**src/rtl/or_unit_arbiter.sv**
```systemverilog
// or_unit_arbiter: round-robin arbiter that shares one WIDTH-bit OR datapath
// among NREQ requesters. One request is granted per cycle. Its a|b result and
// requester index go into a single-entry result register, which is drained
// through a valid/ready response channel. A drain and a new accept may happen
// in the same cycle, so the block sustains one result per cycle.
module or_unit_arbiter #(
    parameter int unsigned WIDTH = 8,
    parameter int unsigned NREQ  = 4,
    localparam int unsigned IDW  = $clog2(NREQ)
) (
    input  logic                  clk,
    input  logic                  rst,
    input  logic [NREQ-1:0]       req_valid,
    input  logic [NREQ*WIDTH-1:0] req_a,
    input  logic [NREQ*WIDTH-1:0] req_b,
    output logic [NREQ-1:0]       req_ready,
    output logic                  resp_valid,
    input  logic                  resp_ready,
    output logic [WIDTH-1:0]      resp_data,
    output logic [IDW-1:0]        resp_id,
    output logic [15:0]           txn_count,
    output logic                  busy
);

    localparam logic [IDW:0]   NreqExt = (IDW+1)'(NREQ);
    localparam logic [IDW-1:0] LastIdx = IDW'(NREQ - 1);

    // Architectural state
    logic             resp_valid_q, resp_valid_d;
    logic [WIDTH-1:0] resp_data_q,  resp_data_d;
    logic [IDW-1:0]   resp_id_q,    resp_id_d;
    logic [IDW-1:0]   ptr_q,        ptr_d;
    logic [15:0]      txn_count_q,  txn_count_d;

    // Arbitration signals
    logic             accept_ok;
    logic             grant_found;
    logic [IDW-1:0]   grant_idx;
    logic [NREQ-1:0]  grant_vec;
    logic             accept;
    logic [WIDTH-1:0] or_result;
    logic [IDW-1:0]   ptr_inc;

    // The result slot can take a new entry when empty or being drained now
    assign accept_ok = ~resp_valid_q | resp_ready;

    // Round-robin search: first valid requester at ptr, ptr+1, ... mod NREQ
    always_comb begin
        logic [IDW:0] cand;
        grant_found = 1'b0;
        grant_idx   = '0;
        cand        = '0;
        for (int k = 0; k < NREQ; k++) begin
            cand = {1'b0, ptr_q} + (IDW+1)'(k);
            if (cand >= NreqExt) begin
                cand = cand - NreqExt;
            end
            if (!grant_found && req_valid[cand[IDW-1:0]]) begin
                grant_found = 1'b1;
                grant_idx   = cand[IDW-1:0];
            end
        end
    end

    // One-hot grant; suppressed while in reset or while the slot is blocked
    always_comb begin
        grant_vec = '0;
        if (!rst && accept_ok && grant_found) begin
            grant_vec[grant_idx] = 1'b1;
        end
    end

    // A grant is only ever issued to a valid requester, so any grant is a transfer
    assign accept    = |grant_vec;
    assign req_ready = grant_vec;

    // Shared OR datapath fed by an AND-OR operand mux on the one-hot grant
    always_comb begin
        or_result = '0;
        for (int i = 0; i < NREQ; i++) begin
            or_result = or_result |
                ({WIDTH{grant_vec[i]}} & (req_a[i*WIDTH +: WIDTH] | req_b[i*WIDTH +: WIDTH]));
        end
    end

    // Pointer advances to the requester after the winner, wrapping at NREQ-1
    assign ptr_inc = (grant_idx == LastIdx) ? '0 : grant_idx + 1'b1;

    // Next-state logic for the result register, pointer and counter
    always_comb begin
        resp_valid_d = resp_valid_q;
        resp_data_d  = resp_data_q;
        resp_id_d    = resp_id_q;
        ptr_d        = ptr_q;
        txn_count_d  = txn_count_q;
        if (accept) begin
            resp_valid_d = 1'b1;
            resp_data_d  = or_result;
            resp_id_d    = grant_idx;
            ptr_d        = ptr_inc;
            if (txn_count_q != 16'hFFFF) begin
                txn_count_d = txn_count_q + 16'd1;
            end
        end else if (resp_valid_q && resp_ready) begin
            // Drained with nothing new: data and id keep their last values
            resp_valid_d = 1'b0;
        end
    end

    // State registers with asynchronous reset; a pending result is discarded
    always_ff @(posedge clk or posedge rst) begin
        if (rst) begin
            resp_valid_q <= 1'b0;
            resp_data_q  <= '0;
            resp_id_q    <= '0;
            ptr_q        <= '0;
            txn_count_q  <= '0;
        end else begin
            resp_valid_q <= resp_valid_d;
            resp_data_q  <= resp_data_d;
            resp_id_q    <= resp_id_d;
            ptr_q        <= ptr_d;
            txn_count_q  <= txn_count_d;
        end
    end

    // All response outputs come straight from registers
    assign resp_valid = resp_valid_q;
    assign resp_data  = resp_data_q;
    assign resp_id    = resp_id_q;
    assign txn_count  = txn_count_q;
    assign busy       = resp_valid_q;

endmodule

```
**config.mk**
```make
export PLATFORM = sky130hd
export DESIGN_NAME = or_unit_arbiter
export DESIGN_NICKNAME = d
export VERILOG_FILES = /design/src/rtl/or_unit_arbiter.sv
export SDC_FILE = /design/constraint.sdc
export NUM_CORES = 1
export LEC_CHECK = 0
export BUFFER_PORTS_ARGS = -buffer_cell sky130_fd_sc_hd__buf_4
export CAP_MARGIN = 40
export CORE_UTILIZATION = 40
export CTS_CLUSTER_DIAMETER = 60
export DETAILED_ROUTE_END_ITERATION = 7
export HOLD_SLACK_MARGIN = 0.1
export PLACE_DENSITY = 0.75
export SETUP_SLACK_MARGIN = 0.15
export SYNTH_ARGS = -nofsm -noshare
export SYNTH_HDL_FRONTEND = slang
export SYNTH_SLANG_ARGS = --single-unit
export TNS_END_PERCENT = 100
```
**constraint.sdc**
```tcl
create_clock -name clk -period 5.61 [get_ports clk]
set_input_delay 0.2805 -clock clk [delete_from_list [all_inputs] [get_ports clk]]
set_output_delay 0.2805 -clock clk [all_outputs]
set_load 0.05 [all_outputs]
```
==> metrics.md, run 1 <==
| Metric | Value |
|---|---|
| Outcome | `complete, no violations` |
| Remaining antenna violation count | `0` |
| Initial core utilization | `0.427` |
| GRT Overall Usage | `0.232` |
| Worst EP arrival | `3.23 ns` |
| Crit-path leading delay family | `simple AND/OR/NAND/NOR gates` |
| Routed WL | `4930 um` |
| Worst Reg-to-Reg Cells | `9` |
| Placed Cells | `321` |
| Ports | `103` |
| Most frequent cells in the layout | `buf_4, o21ai_0, dfrtp_1, nand4_1, xnor2_1` |
| Ys Warns | `0` |
| Synth Net Count | `251` |
| CTS tree | `built` |
| Clk Latency, worst-skew pair | `0.28 ns` |
| Post-DP HPWL | `3830 um` |
| Max incr delay on CP | `0.55 ns` |
| Total die area | `0.00463 sq mm` |
| Largest net degree at the start of global routing | `33` |
| Clock buffer depth | `2` |
| H-tree depth | `2` |
| Commonest non-fill, non-tap cell in the layout | `buf_4` |
| Worst Path Required | `5.78 ns` |
| Initial antenna violation count | `0` |
| Post-layout minimum cycle time | `3.07 ns` |
| Startpoint Class | `flip-flop` |
| Cell Area, Synth | `0.00174 sq mm` |
| Max Clk Rate | `326 MHz` |
| Clk pin slew, worst setup/hold paths | `0.06 ns` |
| CP Cell Sequence | `inv_1 > a22o_1 > a221oi_1 > inv_1 > ha_1 > or4_1 > nand4_1 > nor3_1 > mux2_2` |
| Row count | `23` |
| Hold crit path type | `in2reg` |
| Vias per cell | `5.34` |
| Worst Max-Slew Pin Slew | `0.599 ns` |
| Period utilization | `0.547` |
| R2r endpoint | `txn_count[10]$_DFFE_PP0P_` |
| P_leak | `0.00125 uW` |
| XOR/XNOR Fraction of Synth Area | `0.0603` |
| Mean cell area of the mapped netlist | `9.96 sq um` |
| CTS root buf | `clkbuf_8` |
| Routability cong. | `0.810` |
| IR drop worst, VDD | `0.253 mV` |
| First-pass GRT wire length | `7810 um` |
| Crit Path Class | `reg2reg` |
| Skew final | `0.00866 ns` |
| Largest family of logic cells by synthesized area | `compound AO/OA/AOI/OAI gates` |
| Post-synthesis compound-gate area fraction | `0.228` |
| CTS buffer count | `5` |
| Number of remaining DRC errors | `0` |
| Total gr overflow | `0` |
| Sequential share of the synthesized area | `0.416` |
| Die height | `68.0 um` |
| Die W | `68.0 um` |
| Finished Cell Area | `0.00262 sq mm` |
| Power per standard cell area | `449 mW/mm^2` |
| Crit path top cell by count | `inv_1` |
| Core Area | `0.00409 sq mm` |
| Max-slew violation count | `0` |
| Final Hold Viols | `0` |
| Layout cells sized above 1 | `0.432` |
| Post-layout util | `0.640` |
| Reg2Reg Launch Point | `ptr_q[0]$_DFFE_PP0P_` |
| Area grow syn2layout | `50.1%` |
| Placed cell area | `0.00252 sq mm` |
| Min-Delay Startpoint | `resp_ready` |
| Vias | `1761` |
| Critical-path top delay cell | `or4_1` |
| Total negative slack | `0 ns` |
| Crit path buf inv count | `2` |
| Number of global-route vias before repair | `1664` |
| RSZ-0062 raised after global routing | `no` |
| Post-CTS Resized | `0` |
| FF+latch count, synth | `29` |
| Avg WL per Cell | `14.9 um` |
| Overall Power | `1180 uW` |
| Drt pass-1 iters | `4` |
| Max cap viols | `0` |
| IO Port Bufs | `102` |
| Post-Layout Cell Count | `330` |
| Mux share of post-synthesis cell area | `0.0388` |
| Crit path launch | `ptr_q[0]$_DFFE_PP0P_` |
| Initial DRC count | `131` |
| Final setup fails | `0` |
| Adder-Cell Fraction of Synth Area | `0.0359` |
| Flop-to-flop setup slack | `2.54 ns` |
| Gate Count Post-Synth | `175` |
| Worst Hold Endpoint | `busy$_DFFE_PP0P_` |
| Critical path fanouts, max | `12` |
| CP Capture Type | `flip-flop` |
| N_diodes | `0` |
| Nets | `355` |
| Synth unique cells | `32` |
| Slew HR | `0.601` |
| Synth Area in Simple Gates | `0.174` |
| Clk sink count | `29` |
| Hold Path Cell Cnt | `3` |
[worst register-to-register path, delay by kind of cell, from the launching register on]
family	cells	cell delay, ns
buf+inv	2	0.20
simple gates	3	1.04
flops	1	0.37
compound gates	2	0.73
fa+ha+maj	1	0.33
mux	1	0.28
[per-stage QoR]
step	hold WS (ns)	setup WS, ns
5_1_grt	0.364	2.20
3_5_place_dp	0.386	2.50
3_3_place_gp	0.387	2.59
2_1_floorplan	0.380	2.80
6_report	0.356	2.54
4_1_cts	0.355	2.50
[power by group]
| group | total, uW | switching (uW) | internal, uW | leakage (uW) |
|---|---|---|---|---|
| registers | 337 | 57.6 | 279 | 0.000367 |
| clock network | 163 | 77.3 | 85.6 | 0.0000450 |
| logic | 676 | 437 | 239 | 0.000840 |
| total | 1180 | 571 | 604 | 0.00125 |
[logic make-up after synthesis]
group	count (synthesis)
XOR/XNOR	12
adder cells (fa/ha/maj)	5
multiplexers	6
AND/OR/NAND/NOR	51
buffers and inverters	14
flip-flops	29
AO/OA/AOI/OAI	58
[per-layer routing]
metal / track usage / up-vias / part of all wire / wire length [um]
met5: 0 / - / 0 / 0
met4: 0.0833 / 0 / 0.023 / 115
met3: 0.0700 / 13 / 0.045 / 223
met2: 0.352 / 49 / 0.48 / 2360
met1: 0.310 / 833 / 0.45 / 2240
li1: - / 866 / - / -
[area by class of cell]
cell class              count  area (sq um)
well taps                  50          62.6
multi-input cells         132           936
clock inverters             2          10.0
clock buffers               6          72.6
flip-flops and latches     29           726
fillers                   350          1470
inverters                   7          26.3
repair buffers            104           783
[timing repair]
action	in CTS	in global routing
setup buffers	0	0
hold buffers	1	0
hold endpoints to repair	29	0
[cells in the mapped netlist]
library cell | number | share of area
a221oi_1 | 1 | 0.0050
mux2_1 | 4 | 0.026
and4_4 | 1 | 0.0065
or4_1 | 2 | 0.0086
a21oi_1 | 5 | 0.014
nor4b_1 | 1 | 0.0050
xnor2_1 | 11 | 0.055
o2111ai_2 | 4 | 0.034
o21ai_0 | 33 | 0.095
buf_6 | 3 | 0.019
xor2_1 | 1 | 0.0050
or3_4 | 1 | 0.0065
buf_2 | 2 | 0.0057
o21ai_2 | 1 | 0.0050
o211ai_2 | 2 | 0.014
nand2b_1 | 4 | 0.014
mux2_2 | 2 | 0.013
nor3_1 | 2 | 0.0057
dfrtp_1 | 29 | 0.42
and2_1 | 8 | 0.029
clkbuf_1 | 1 | 0.0022
buf_4 | 1 | 0.0043
o2111ai_1 | 3 | 0.015
and3_1 | 3 | 0.011
nand4_1 | 12 | 0.043
a22o_1 | 9 | 0.045
nand2_1 | 9 | 0.019
nand3_1 | 3 | 0.0086
and4_1 | 2 | 0.010
ha_1 | 5 | 0.036
inv_1 | 7 | 0.015
nor2_1 | 3 | 0.0065
[how the worst max path moves through the flow]
stage / slack [ns] / depth (start not counted) / to
2_1_floorplan: 2.80 / 10 / txn_count[1]$_DFFE_PP0P_
3_3_place_gp: 2.59 / 9 / txn_count[10]$_DFFE_PP0P_
3_5_place_dp: 2.50 / 9 / txn_count[10]$_DFFE_PP0P_
4_1_cts: 2.50 / 9 / txn_count[10]$_DFFE_PP0P_
5_1_grt: 2.20 / 8 / txn_count[10]$_DFFE_PP0P_
6_report: 2.54 / 9 / txn_count[10]$_DFFE_PP0P_
[sequential cells by signal, indices dropped and copies added, names as in the netlist]
signal / cells
ptr_q: 2
resp_id: 2
txn_count: 16
resp_data: 8
busy: 1
(Power assumes the default switching activity.)
==> inputs of run 2 (changes only) <==
--- a/config.mk
+++ b/config.mk
@@ -5,13 +5,14 @@
 export SDC_FILE = /design/constraint.sdc
 export NUM_CORES = 1
 export LEC_CHECK = 0
+export ABC_AREA = 1
 export BUFFER_PORTS_ARGS = -buffer_cell sky130_fd_sc_hd__buf_4
 export CAP_MARGIN = 40
 export CORE_UTILIZATION = 40
 export CTS_CLUSTER_DIAMETER = 60
 export DETAILED_ROUTE_END_ITERATION = 7
 export HOLD_SLACK_MARGIN = 0.1
-export PLACE_DENSITY = 0.75
+export PLACE_DENSITY = 0.73
 export SETUP_SLACK_MARGIN = 0.15
 export SYNTH_ARGS = -nofsm -noshare
 export SYNTH_HDL_FRONTEND = slang
==> constraint.sdc (replaced) <==
create_clock -name clk -period 2.5 [get_ports clk]
set_input_delay 0.125 -clock clk [delete_from_list [all_inputs] [get_ports clk]]
set_output_delay 0.125 -clock clk [all_outputs]
set_load 0.05 [all_outputs]
==> run 2 against run 1 <==
  * The flow now finishes with violations (setup timing)
  * Clock skew is 0.0031 ns lower
  * Register-to-register slack worse by 2.6 ns
  * Hold slack worse by 0.15 ns
  * Critical endpoint is now req_ready[3]
  * Largest power group unchanged
  * Highest routed layer unchanged
==> metrics.md, run 2 <==
| Metric | Value |
|---|---|
| Startpoint Class | `flip-flop` |
| Critical path fanouts, max | `8 (-4)` |
| Vias per cell | `5.05 (-5.3%)` |
| P_leak | `0.00182 uW (+45%)` |
| Total gr overflow | `0 (unchanged)` |
| Row count | `26 (+13%)` |
| Flop-to-flop setup slack | `-0.03 ns (-2.57 ns)` |
| Most frequent cells in the layout | `buf_4, nand2_1, nor2_1, dfrtp_1, inv_1` |
| Slew HR | `0.721 (+0.120)` |
| Ports | `103 (unchanged)` |
| Switching part of the total power | `0.533 (+0.0467)` |
| IR drop worst, VDD | `0.950 mV (+280%)` |
| Number of remaining DRC errors | `0 (unchanged)` |
| Hold crit path type | `in2reg` |
| Area grow syn2layout | `59.2%` |
| Worst Reg-to-Reg Cells | `17 (+8)` |
| Sequential share of the synthesized area | `0.330 (-0.0864)` |
| Clk sink count | `29 (unchanged)` |
| Post-DP HPWL | `4810 um (+26%)` |
| Total die area | `0.00580 sq mm (+25%)` |
| Layout cells sized above 1 | `0.438 (+0.00563)` |
| Clk Latency, worst-skew pair | `0.28 ns (about the same)` |
| Post-layout util | `0.673 (+0.0324)` |
| RSZ-0062 raised after global routing | `yes` |
| Clk pin slew, worst setup/hold paths | `0.06 ns (about the same)` |
| Number of global-route vias before repair | `2590 (+56%)` |
| Routability cong. | `0.897 (+11%)` |
| Worst Hold Endpoint | `resp_data[1]$_DFFE_PP0P_` |
| Period utilization | `1.03` |
| Initial DRC count | `109 (-17%)` |
| Cell accounting for the most synthesized area | `dfrtp_1` |
| R2r endpoint | `ptr_q[0]$_DFFE_PP0P_` |
| FF+latch count, synth | `29 (unchanged)` |
| Worst setup margin | `-0.0737 ns (-2.62 ns)` |
| EDFF count, synth | `0 (unchanged)` |
| # fillers | `446 (+27%)` |
| Logic gate share of total power | `0.766 (+0.191)` |
| Ys Warns | `0 (unchanged)` |
| Max reg flops | `16 (unchanged)` |
| Failing checks | `setup timing` |
| Fraction of registers with async set/reset | `1.00 (unchanged)` |
| Synth Net Count | `401 (+60%)` |
| Placed cell area | `0.00311 sq mm (+23%)` |
| Clock buffer depth | `2 (unchanged)` |
| Nets | `526 (+48%)` |
| Reg2Reg Launch Point | `ptr_q[0]$_DFFE_PP0P_` |
| Internal cell power | `2350 uW (+290%)` |
| Synth top area share | `0.330 (-0.0864)` |
| Drt pass-1 iters | `4 (unchanged)` |
| CP Capture Type | `output port` |
| Max-slew violation count | `0 (unchanged)` |
| Avg WL per Cell | `13.2 um (-12%)` |
| GRT Overall Usage | `0.244 (+0.0125)` |
| Core Area | `0.00520 sq mm (+27%)` |
| N_diodes | `0 (unchanged)` |
| Gate Count Post-Synth | `325 (+86%)` |
| First-pass GRT wire length | `11400 um (+46%)` |
| Crit path buf inv count | `5 (+3)` |
| Worst Path Required | `2.38 ns (-3.40 ns)` |
| Mean cell area of the mapped netlist | `6.77 sq um (-32%)` |
| Max Clk Rate | `389 MHz` |
| Vias | `2628 (+49%)` |
| Crit-path leading delay family | `simple AND/OR/NAND/NOR gates` |
| Max incr delay on CP | `0.48 ns (-0.07 ns)` |
| Crit path top cell by count | `nand2_2` |
| Initial antenna violation count | `0 (unchanged)` |
| Min-Delay Startpoint | `req_a[17]` |
| Initial core utilization | `0.423 (-0.00392)` |
| Total negative slack | `-0.381 ns (-0.381 ns)` |
| CP Cell Sequence | `inv_6 > nand2_2 > nand2_2 > nand2_2 > nand2_4 > nor2_4 > nand2_4 > nor2_4 > nor2_2 > a21oi_2 > buf_4 > ha_4 > buf_6 > inv_2 > nor2_2 > buf_6` |
| Hold Path Cell Cnt | `5 (+2)` |
| H-tree depth | `2 (unchanged)` |
| Outcome | `finished, violations left` |
| Crit Path Class | `reg2out` |
| Sequential share of power | `0.156 (-0.130)` |
| Synth cell count leaders | `nand2_1, nor2_1, dfrtp_1` |
| Cell Area, Synth | `0.00220 sq mm (+26%)` |
| Remaining antenna violation count | `0 (unchanged)` |
| Skew final | `0.00555 ns (-0.00311 ns)` |
| Post-layout minimum cycle time | `2.57 ns` |
| Commonest non-fill, non-tap cell in the layout | `buf_4` |
| Switching Power | `2680 uW (+370%)` |
| CTS tree | `built` |
| Final setup fails | `19 (+19)` |
| CTS root buf | `clkbuf_8` |
| Power per standard cell area | `1440 mW/mm^2 (+220%)` |
| Worst Max-Slew Pin Slew | `0.415 ns (-0.184 ns)` |
| Critical-path top delay cell | `dfrtp_2` |
| Synth unique cells | `30 (-6.3%)` |
| Die W | `76.2 um (+12%)` |
| Largest net degree at the start of global routing | `30 (-9.1%)` |
| Final Hold Viols | `0 (unchanged)` |
| CTS buffer count | `5 (unchanged)` |
| IO Port Bufs | `102 (unchanged)` |
| Count leader, synth | `nand2_1` |
| Worst EP arrival | `2.45 ns (-0.78 ns)` |
| Max cap viols | `0 (unchanged)` |
| Dominant synthesized flop cell | `dfrtp_1` |
| Routed WL | `6860 um (+39%)` |
| Clk pwr share | `0.078 (-0.061)` |
| Finished Cell Area | `0.00350 sq mm (+34%)` |
| Die height | `76.2 um (+12%)` |
| Synth area leaders | `dfrtp_1, nand2_1, nor2_1, nand3_1, nand4_1` |
==> run 2: cell count changes after synthesis, sizes merged, moves of 8 or more <==
cell	delta
nand2	+88
nor2	+35
nand3	+25
inv	+23
or2	+16
o21ai	-14
a22o	-9
nand4	+8
xor2	+8
==> run 2: routing by layer <==
| metal | track usage | wire [um] | part of all wire | vias to the layer above |
|---|---|---|---|---|
| li1 | - | - | - | 1301 |
| met1 | 0.280 | 2720 | 0.40 | 1200 |
| met2 | 0.443 | 3530 | 0.51 | 111 |
| met3 | 0.0575 | 449 | 0.065 | 16 |
| met4 | 0.0846 | 157 | 0.023 | 0 |
| met5 | 0 | 0 | 0 | - |
==> run 2: power by group through the flow <==
stage	Sequential (uW)	Clock, uW	Combinational [uW]
2_1_floorplan	1150	0	1920
4_1_cts	775	400	3680
6_report	784	394	3860
3_5_place_dp	781	0	3000
3_3_place_gp	780	0	2950
5_1_grt	804	426	4170
==> run 2: cells by family (layout without fill, tap and decap cells) <==
group,after synthesis,count (layout),synth area share
AOI/OAI and AO/OA,26,26,0.0637
DFF,29,29,0.330
buffers and inverters,44,169,0.0893
and+or+nand+nor,208,208,0.437
xor gates and xnor gates,13,13,0.0518
adders and majority gates,5,5,0.0284
==> run 2: area by class of cell <==
type | instances | area (sq um) | area share
multi-input combinational | 252 | 1440 | 0.412
timing repair buffer | 132 | 1030 | 0.295
sequential | 29 | 728 | 0.208
tap | 70 | 87.6 | 0.0250
inverter | 30 | 123 | 0.0350
clock buffer | 7 | 86.3 | 0.0247
==> run 2: timing repair <==
item	in CTS	in global routing
setup buffers	15	1
setup endpoints to repair	33	33
hold buffers	2	0
pin swaps	9	1
endpoints found under the hold margin	30	0
resized for setup	39	8
==> run 2: how the worst max path moves through the flow <==
stage | slack, ns | endpoint | startpoint | cells after the start
5_1_grt | -0.20 | txn_count[3]$_DFFE_PP0P_ | ptr_q[0]$_DFFE_PP0P_ | 17
4_1_cts | 0.08 | busy$_DFFE_PP0P_ | ptr_q[1]$_DFFE_PP0P_ | 16
3_5_place_dp | -0.12 | txn_count[7]$_DFFE_PP0P_ | ptr_q[0]$_DFFE_PP0P_ | 17
3_3_place_gp | 0.06 | txn_count[11]$_DFFE_PP0P_ | ptr_q[0]$_DFFE_PP0P_ | 17
2_1_floorplan | 0.1 | txn_count[7]$_DFFE_PP0P_ | ptr_q[0]$_DFFE_PP0P_ | 20
6_report | -0.07 | req_ready[3] | ptr_q[0]$_DFFE_PP0P_ | 16
==> run 2: stage by stage <==
| step | hold WS [ns] | setup slack, ns | instances | power, uW |
|---|---|---|---|---|
| floorplan | 0.203 | 0.0952 | 325 | 3060 |
| global placement | 0.240 | 0.0583 | 495 | 3730 |
| detailed placement | 0.243 | -0.116 | 495 | 3790 |
| CTS | 0.222 | 0.0780 | 519 | 4850 |
| global route | 0.239 | -0.198 | 520 | 5400 |
| finish | 0.205 | -0.0737 | 520 | 5040 |
==> run 2: worst reg2reg max path, cell delays in order, from the launching register on <==
cell,delay [ns]
dfrtp_2,0.48
inv_6,0.08
nand2_2,0.07
nand2_2,0.07
nand2_2,0.10
nand2_4,0.07
nor2_4,0.14
nand2_4,0.08
nor2_4,0.11
nor2_2,0.05
a21oi_2,0.17
inv_2,0.08
ha_2,0.20
o211ai_1,0.20
nand2_2,0.17
buf_4,0.20
nand2_1,0.06
o21ai_1,0.07
